$ cat config.mk
export PLATFORM = sky130hd
export DESIGN_NAME = bsg_async_ptr_gray_ctrl
export DESIGN_NICKNAME = d
export VERILOG_FILES = /design/src/rtl/bsg_async_ptr_gray_ctrl.sv
export SDC_FILE = /design/constraint.sdc
export NUM_CORES = 1
export LEC_CHECK = 0
export ABC_CLOCK_PERIOD_IN_PS = 6300
export BUFFER_PORTS_ARGS = -buffer_cell sky130_fd_sc_hd__buf_2
export CORE_ASPECT_RATIO = 0.7
export CORE_MARGIN = 5
export CORE_UTILIZATION = 40
export DETAILED_ROUTE_END_ITERATION = 16
export SYNTH_ARGS = -nofsm -noshare
export SYNTH_HDL_FRONTEND = slang
export SYNTH_SLANG_ARGS = --single-unit
export TNS_END_PERCENT = 50
$ cat constraint.sdc
create_clock -name clk_i -period 6.3 [get_ports clk_i]
set_clock_uncertainty 0.15 [all_clocks]
set_input_delay 0 -clock clk_i [delete_from_list [all_inputs] [get_ports clk_i]]
set_output_delay 0 -clock clk_i [all_outputs]
set_load 0.02 [all_outputs]
$ cat src/rtl/bsg_async_ptr_gray_ctrl.sv
// Local pointer side of an async FIFO: binary/gray pointer flops, remote gray synchroniser, full/free tracking.
// Optional almost-full flag enabled by defining BSG_ASYNC_PTR_ALMOST_FULL_EN.
module bsg_async_ptr_gray_ctrl #(
  parameter  int lg_size_p            = 4,
  parameter  int sync_stages_p        = 2,
  parameter  int almost_full_thresh_p = 2,
  localparam int W                    = lg_size_p + 1
) (
  input  logic         clk_i,
  input  logic         reset_n_i,
  input  logic         inc_i,
  output logic [W-1:0] ptr_binary_r_o,
  output logic [W-1:0] ptr_gray_r_o,
  input  logic [W-1:0] r_ptr_gray_i,
  output logic         full_o,
  output logic [W-1:0] free_cnt_o
`ifdef BSG_ASYNC_PTR_ALMOST_FULL_EN
  ,
  output logic         almost_full_o
`endif
);

  localparam logic [W-1:0] DEPTH = {1'b1, {lg_size_p{1'b0}}};

  if (lg_size_p < 1 || sync_stages_p < 2 || almost_full_thresh_p < 0) begin : g_bad_param
    $error("bsg_async_ptr_gray_ctrl: illegal parameter value");
  end

  logic         accept;
  logic [W-1:0] p1_bin_r, p1_gray_r, p2_bin;
  logic [sync_stages_p-1:0][W-1:0] sync_r;
  logic [W-1:0] r_gray_sync, r_bin_sync, diff;

  assign accept = inc_i & ~full_o;
  assign p2_bin = p1_bin_r + W'(1);

  // p1 holds ptr+1 in both encodings so the gray output loads straight from a flop.
  always_ff @(posedge clk_i or negedge reset_n_i) begin
    if (!reset_n_i) begin
      ptr_binary_r_o <= '0;
      ptr_gray_r_o   <= '0;
      p1_bin_r       <= W'(1);
      p1_gray_r      <= W'(1);
    end else if (accept) begin
      ptr_binary_r_o <= p1_bin_r;
      ptr_gray_r_o   <= p1_gray_r;
      p1_bin_r       <= p2_bin;
      p1_gray_r      <= p2_bin ^ (p2_bin >> 1);
    end
  end

  // First stage samples the remote gray pointer directly; nothing in front of it.
  always_ff @(posedge clk_i or negedge reset_n_i) begin
    if (!reset_n_i) sync_r <= '0;
    else            sync_r <= {sync_r[sync_stages_p-2:0], r_ptr_gray_i};
  end

  assign r_gray_sync = sync_r[sync_stages_p-1];

  always_comb begin
    r_bin_sync        = '0;
    r_bin_sync[W-1]   = r_gray_sync[W-1];
    for (int i = W-2; i >= 0; i--)
      r_bin_sync[i] = r_bin_sync[i+1] ^ r_gray_sync[i];
  end

  assign diff       = ptr_binary_r_o - r_bin_sync;
  assign full_o     = (diff == DEPTH);
  assign free_cnt_o = DEPTH - diff;

`ifdef BSG_ASYNC_PTR_ALMOST_FULL_EN
  assign almost_full_o = (free_cnt_o <= W'(almost_full_thresh_p));
`endif

  // A remote pointer ahead of the local one, or more than a FIFO behind, is corrupt.
  a_diff_legal: assert property (@(posedge clk_i) disable iff (!reset_n_i) diff <= DEPTH)
    else $fatal(1, "bsg_async_ptr_gray_ctrl: illegal remote pointer, diff=%0d", diff);

endmodule

# Word-level counts from Yosys, hierarchy flattened
# Index checks and enable logic that the tools add are counted.
word_totals:
  mem_count: 0
  ram_bits: 0
  mem_bits_ro: 0
  regBits: 30
  latch_bits: 0
op_classes:
  div: 0
  addsub: 3
  mux: 0
  reduce_logical: 0
  magnitude_cmp: 0
  multipliers: 0
  shift: 0
  n_eq_ne: 1
  bitwise_logic: 7
op_table:
  columns: ["cell", "count"]
  rows:
  - ["$add A5 B1 Y5 const B", 1]
  - ["$eq A5 B5 Y1 const B", 1]
  - ["$sub A5 B5 Y5", 1]
  - ["$sub A5 B5 Y5 const A", 1]
  - ["$xor A5 B4 Y5", 1]
  - ["$xor A1 B1 Y1", 4]
  - ["$and A1 B1 Y1", 1]
  - ["$not A1 Y1", 1]

# Depth between registers and ports, before layout
logic_depth:
  word_depth: 8
  ltp_mapped: 16

# Worst setup path after synthesis
# Ideal clock, no wire load.
synth_path:
  path_kind: "register -> register"
  start: "register sync_r (netlist bit r_gray_sync[3])"
  end: "register p1_bin_r[3]"
  slack_ns: 2.767
  t_arrival_ns: 3.258
  setup_ns: 0.125
  n_path_buf: 1
  period_less_slack_ns: 3.533
  path_stages_with_launch: 17
  path_cell_list: "dfrtp_1 -> xnor2_2 -> xor2_2 -> xor2_2 -> xnor2_1 -> ha_1 -> inv_1 -> fa_1 -> inv_1 -> ha_1 -> inv_1 -> a211oi_1 -> ha_1 -> nand2b_1 -> clkbuf_1 -> nor2_1 -> xor2_1"
synth_between:
  elab_chain_cells: 8
synth_lines:
  columns: ["element", "line", "source"]
  rows:
  - ["start, declared", "31", "logic [sync_stages_p-1:0][W-1:0] sync_r;"]
  - ["start signal, assigned", "55", "else sync_r <= {sync_r[sync_stages_p-2:0], r_ptr_gray_i};"]
  - ["$xor A1 B1 Y1 (*)", "64", "r_bin_sync[i] = r_bin_sync[i+1] ^ r_gray_sync[i];"]
  - ["$xor A1 B1 Y1 (3 in a row)", "64", null]
  - ["$sub A5 B5 Y5 (*)", "67", "assign diff = ptr_binary_r_o - r_bin_sync;"]
  - ["$eq A5 B5 Y1 (*)", "68", "assign full_o = (diff == DEPTH);"]
  - ["named net full_o", "15", "output logic full_o,"]
  - ["$not A1 Y1 (*)", "34", "assign accept = inc_i & ~full_o;"]
  - ["$and A1 B1 Y1 (*)", "34", null]
  - ["end signal, assigned", "47", "p1_bin_r <= p2_bin;"]
  - ["end, declared", "30", "logic [W-1:0] p1_bin_r, p1_gray_r, p2_bin;"]
# Mark *: on every way through the listed nets, which the timed path passes. The rest lies on a longest branch.
# A chain may end at the register's enable or synchronous reset.

# Final worst setup path
layout_path:
  start: "register sync_r (netlist bit r_gray_sync[4])"
  end: "register p1_bin_r[4]"
layout_between:
  elab_chain_cells: 8
layout_lines:
  columns: ["element", "line"]
  rows:
  - ["$xor A1 B1 Y1 (4 in a row)", "64"]
  - ["$sub A5 B5 Y5 (*)", "67"]
  - ["$eq A5 B5 Y1 (*)", "68"]
  - ["$not A1 Y1 (*)", "34"]
  - ["$and A1 B1 Y1 (*)", "34"]
# Every way passes the cells marked *; elsewhere a longest branch is shown, timed or not.

==> impl_metrics.env <==
export IMPL_n_fill_cell=304
export IMPL_fin_tns_setup_ns=0
export IMPL_cp_required_ns=6.31
export IMPL_crit_path_top_delay_cell="nand2b_1"
export IMPL_via_per_inst=4.600
export IMPL_die_y_um=57.58
export IMPL_grt_pass1_wl_mm=4.071
export IMPL_finalSetupViolCount=0
export IMPL_core_area_um2=3127
export IMPL_start_kind="flop"
export IMPL_seq_area_frac_synth=0.5435
export IMPL_min_path_type="in2async"
export IMPL_slew_headroom=0.4738
export IMPL_yosysUniqueCellTypes=24
export IMPL_grt_antenna_before_repair=0
export IMPL_initial_core_util=0.4138
export IMPL_synth_yosys_warnings=0
export IMPL_ant_nets=0
export IMPL_die_x_um=77.98
export IMPL_grt_pass1_vias=897
export IMPL_drive_above_1_share=0.2177
export IMPL_critPathMaxFanout=20
export IMPL_cap_violations=0
export IMPL_ir_worst_vdd_uv=207.7
export IMPL_io_pins=24
export IMPL_post_cts_buffers=0
export IMPL_finalHoldViolCount=0
export IMPL_drc_errors=0
export IMPL_clkLatencyLatePin_ns=0.28
export IMPL_min_period_ns=3.883
export IMPL_clockBufferDepth=2
export IMPL_dp_cells=175
export IMPL_dp_hpwl_mm=1.733
export IMPL_cp_arrival_ns=3.89
export IMPL_dr_pass1_iters=4
export IMPL_numPortBuffers=23
export IMPL_drtIter0Drc=40
export IMPL_cpPeakStageDelay_ns=0.56
export IMPL_root_buffer="clkbuf_8"
export IMPL_power_mw=0.9246
export IMPL_power_density_nw_per_um2=595.5
export IMPL_criticalPathCategory="reg2reg"
export IMPL_fin_nets=164
export IMPL_num_vias=851
export IMPL_tightest_slew_ns=0.7876
export IMPL_stdcell_area_um2=1553
export IMPL_grt_total_usage=0.1139
export IMPL_endpoint_kind="flop"
export IMPL_htreeDepth=1
export IMPL_whs_ns=0.1144
export IMPL_cts_buffers=3
export IMPL_routabilityCongestion=0.7449
export IMPL_cts_sinks=28
export IMPL_overflow=0
export IMPL_synthCells=118
export IMPL_fp_row_count=17
export IMPL_placed_cell_area_um2=1438
export IMPL_clk_pin_slew_ns=0.09
export IMPL_antennaDiodeCount=0
export IMPL_status="finished, final reports clean"
export IMPL_mappedNetlistNets=134
export IMPL_cts_tree="yes"
export IMPL_avgSynthCellArea_um2=10.96
export IMPL_multi_input_area_um2=553.0
export IMPL_drt_total_wl_mm=2.281
export IMPL_leakage_nw=0.7776
export IMPL_worstPathCellList="xnor2_2 -> xor2_2 -> xor2_2 -> xnor2_1 -> ha_1 -> inv_1 -> fa_1 -> inv_1 -> ha_1 -> inv_1 -> a211oi_1 -> ha_1 -> nand2b_1 -> nor2_1 -> xor2_1"
export IMPL_r2r_cells=15
export IMPL_synth_seq_cells=28
export IMPL_die_area_um2=4490
export IMPL_fmax_mhz=257.5
export IMPL_rsz0062_at_grt="false"
export IMPL_final_seq_area_um2=703.2
export IMPL_area_growth_pct=20.02
export IMPL_final_common_cell="nand2_1"
export IMPL_syn_area_um2=1294
export IMPL_final_instance_count_excl_fill=185
export IMPL_final_cell_mix="nand2_1 (33), dfrtp_1 (26), buf_2 (23), xnor2_1 (8), xor2_1 (8)"
export IMPL_drv_slew=0
export IMPL_wl_per_cell_um=12.33
export IMPL_grt_max_degree=29
export IMPL_period_share=0.6164
-- Yosys cell counts --
cell type	instances	area share
a211oi_1	1	0.0058
a21o_1	1	0.0058
a21oi_1	1	0.0039
buf_4	1	0.0058
clkbuf_1	3	0.0087
dfrtp_1	26	0.50
dfstp_2	2	0.041
fa_1	1	0.015
ha_1	7	0.068
inv_1	5	0.015
nand2_1	33	0.096
nand2b_1	1	0.0048
nand3_1	2	0.0077
nor2_1	3	0.0087
nor2b_1	2	0.0097
nor3_1	1	0.0039
o21a_1	1	0.0058
o21ai_0	6	0.023
or3_1	1	0.0048
xnor2_1	8	0.054
xnor2_2	1	0.013
xor2_1	8	0.054
xor2_2	2	0.025
xor3_1	1	0.018
-- worst max-delay path: cells and delay by family, from the launching register on --
kind / cells / cell delay (ns)
AO/OA/AOI/OAI: 1 / 0.28
XOR/XNOR: 5 / 1.02
adder cells (fa/ha/maj): 4 / 1.04
buffers and inverters: 3 / 0.17
flip-flops: 1 / 0.42
AND/OR/NAND/NOR: 2 / 0.69
-- worst paths after layout --
path                            slack [ns]            from              end
worst max register to register        2.42  r_gray_sync[4]      p1_bin_r[4]
min in group clk_i                    0.11           inc_i  ptr_gray_r_o[0]
max in group asynchronous             5.49       reset_n_i   r_gray_sync[1]
worst min-delay path                  0.11       reset_n_i        sync_r[3]
worst max-delay path                  2.42  r_gray_sync[4]      p1_bin_r[4]
worst min register to register        0.20       sync_r[2]   r_gray_sync[2]
-- registers in the layout, indices dropped and copies added, names as in the netlist --
signal and flops:
sync_r 5, p1_bin_r 5, r_gray_sync 5, ptr_gray_r_o 4, p1_gray_r 4, ptr_binary_r_o 5
-- cell families (layout without fill, tap and decap cells) --
kind of cell | Yosys count | after routing | synth area share
AOI/OAI and AO/OA | 10 | 10 | 0.04449
xor gates and xnor gates | 20 | 20 | 0.1644
and+or+nand+nor | 43 | 43 | 0.1354
buffers and inverters | 9 | 38 | 0.02902
DFF | 28 | 28 | 0.5435
adders and majority gates | 8 | 8 | 0.08317
-- stage by stage --
| step | setup slack, ns | util |
|---|---|---|
| 5_1_grt | 2.100 | 0.4966 |
| 3_5_place_dp | 2.407 | 0.4598 |
| 4_1_cts | 2.379 | 0.4966 |
| 3_3_place_gp | 2.480 | 0.4598 |
| 6_report | 2.417 | 0.4966 |
| 2_1_floorplan | 2.767 | - |
-- routing by layer --
layer / vias up / GRT usage / wire, um
li1: 426 / - / -
met1: 409 / 0.1403 / 1061
met2: 14 / 0.1938 / 1068
met3: 2 / 0.04259 / 132
met4: 0 / 0.02169 / 19
met5: - / 0 / 0
-- report_power, final --
group / leakage, nW / switching, mW / internal [mW]
combinational: 0.416 / 0.299 / 0.213
clock: 0.0288 / 0.0550 / 0.0560
sequential: 0.333 / 0.0556 / 0.246
-- cell type report --
class                      instances  area share
sequential                        28      0.4529
timing repair buffer              29      0.1128
clock buffer                       4     0.03546
multi-input combinational         81      0.3562
tap                               38     0.03062
inverter                           5     0.01209
-- what timing repair did --
action	CTS	global route
hold endpoints to repair	33	0
gates resized for setup	0	0
hold buffers	6	0
Note: power is estimated with default switching activity, not from simulation.
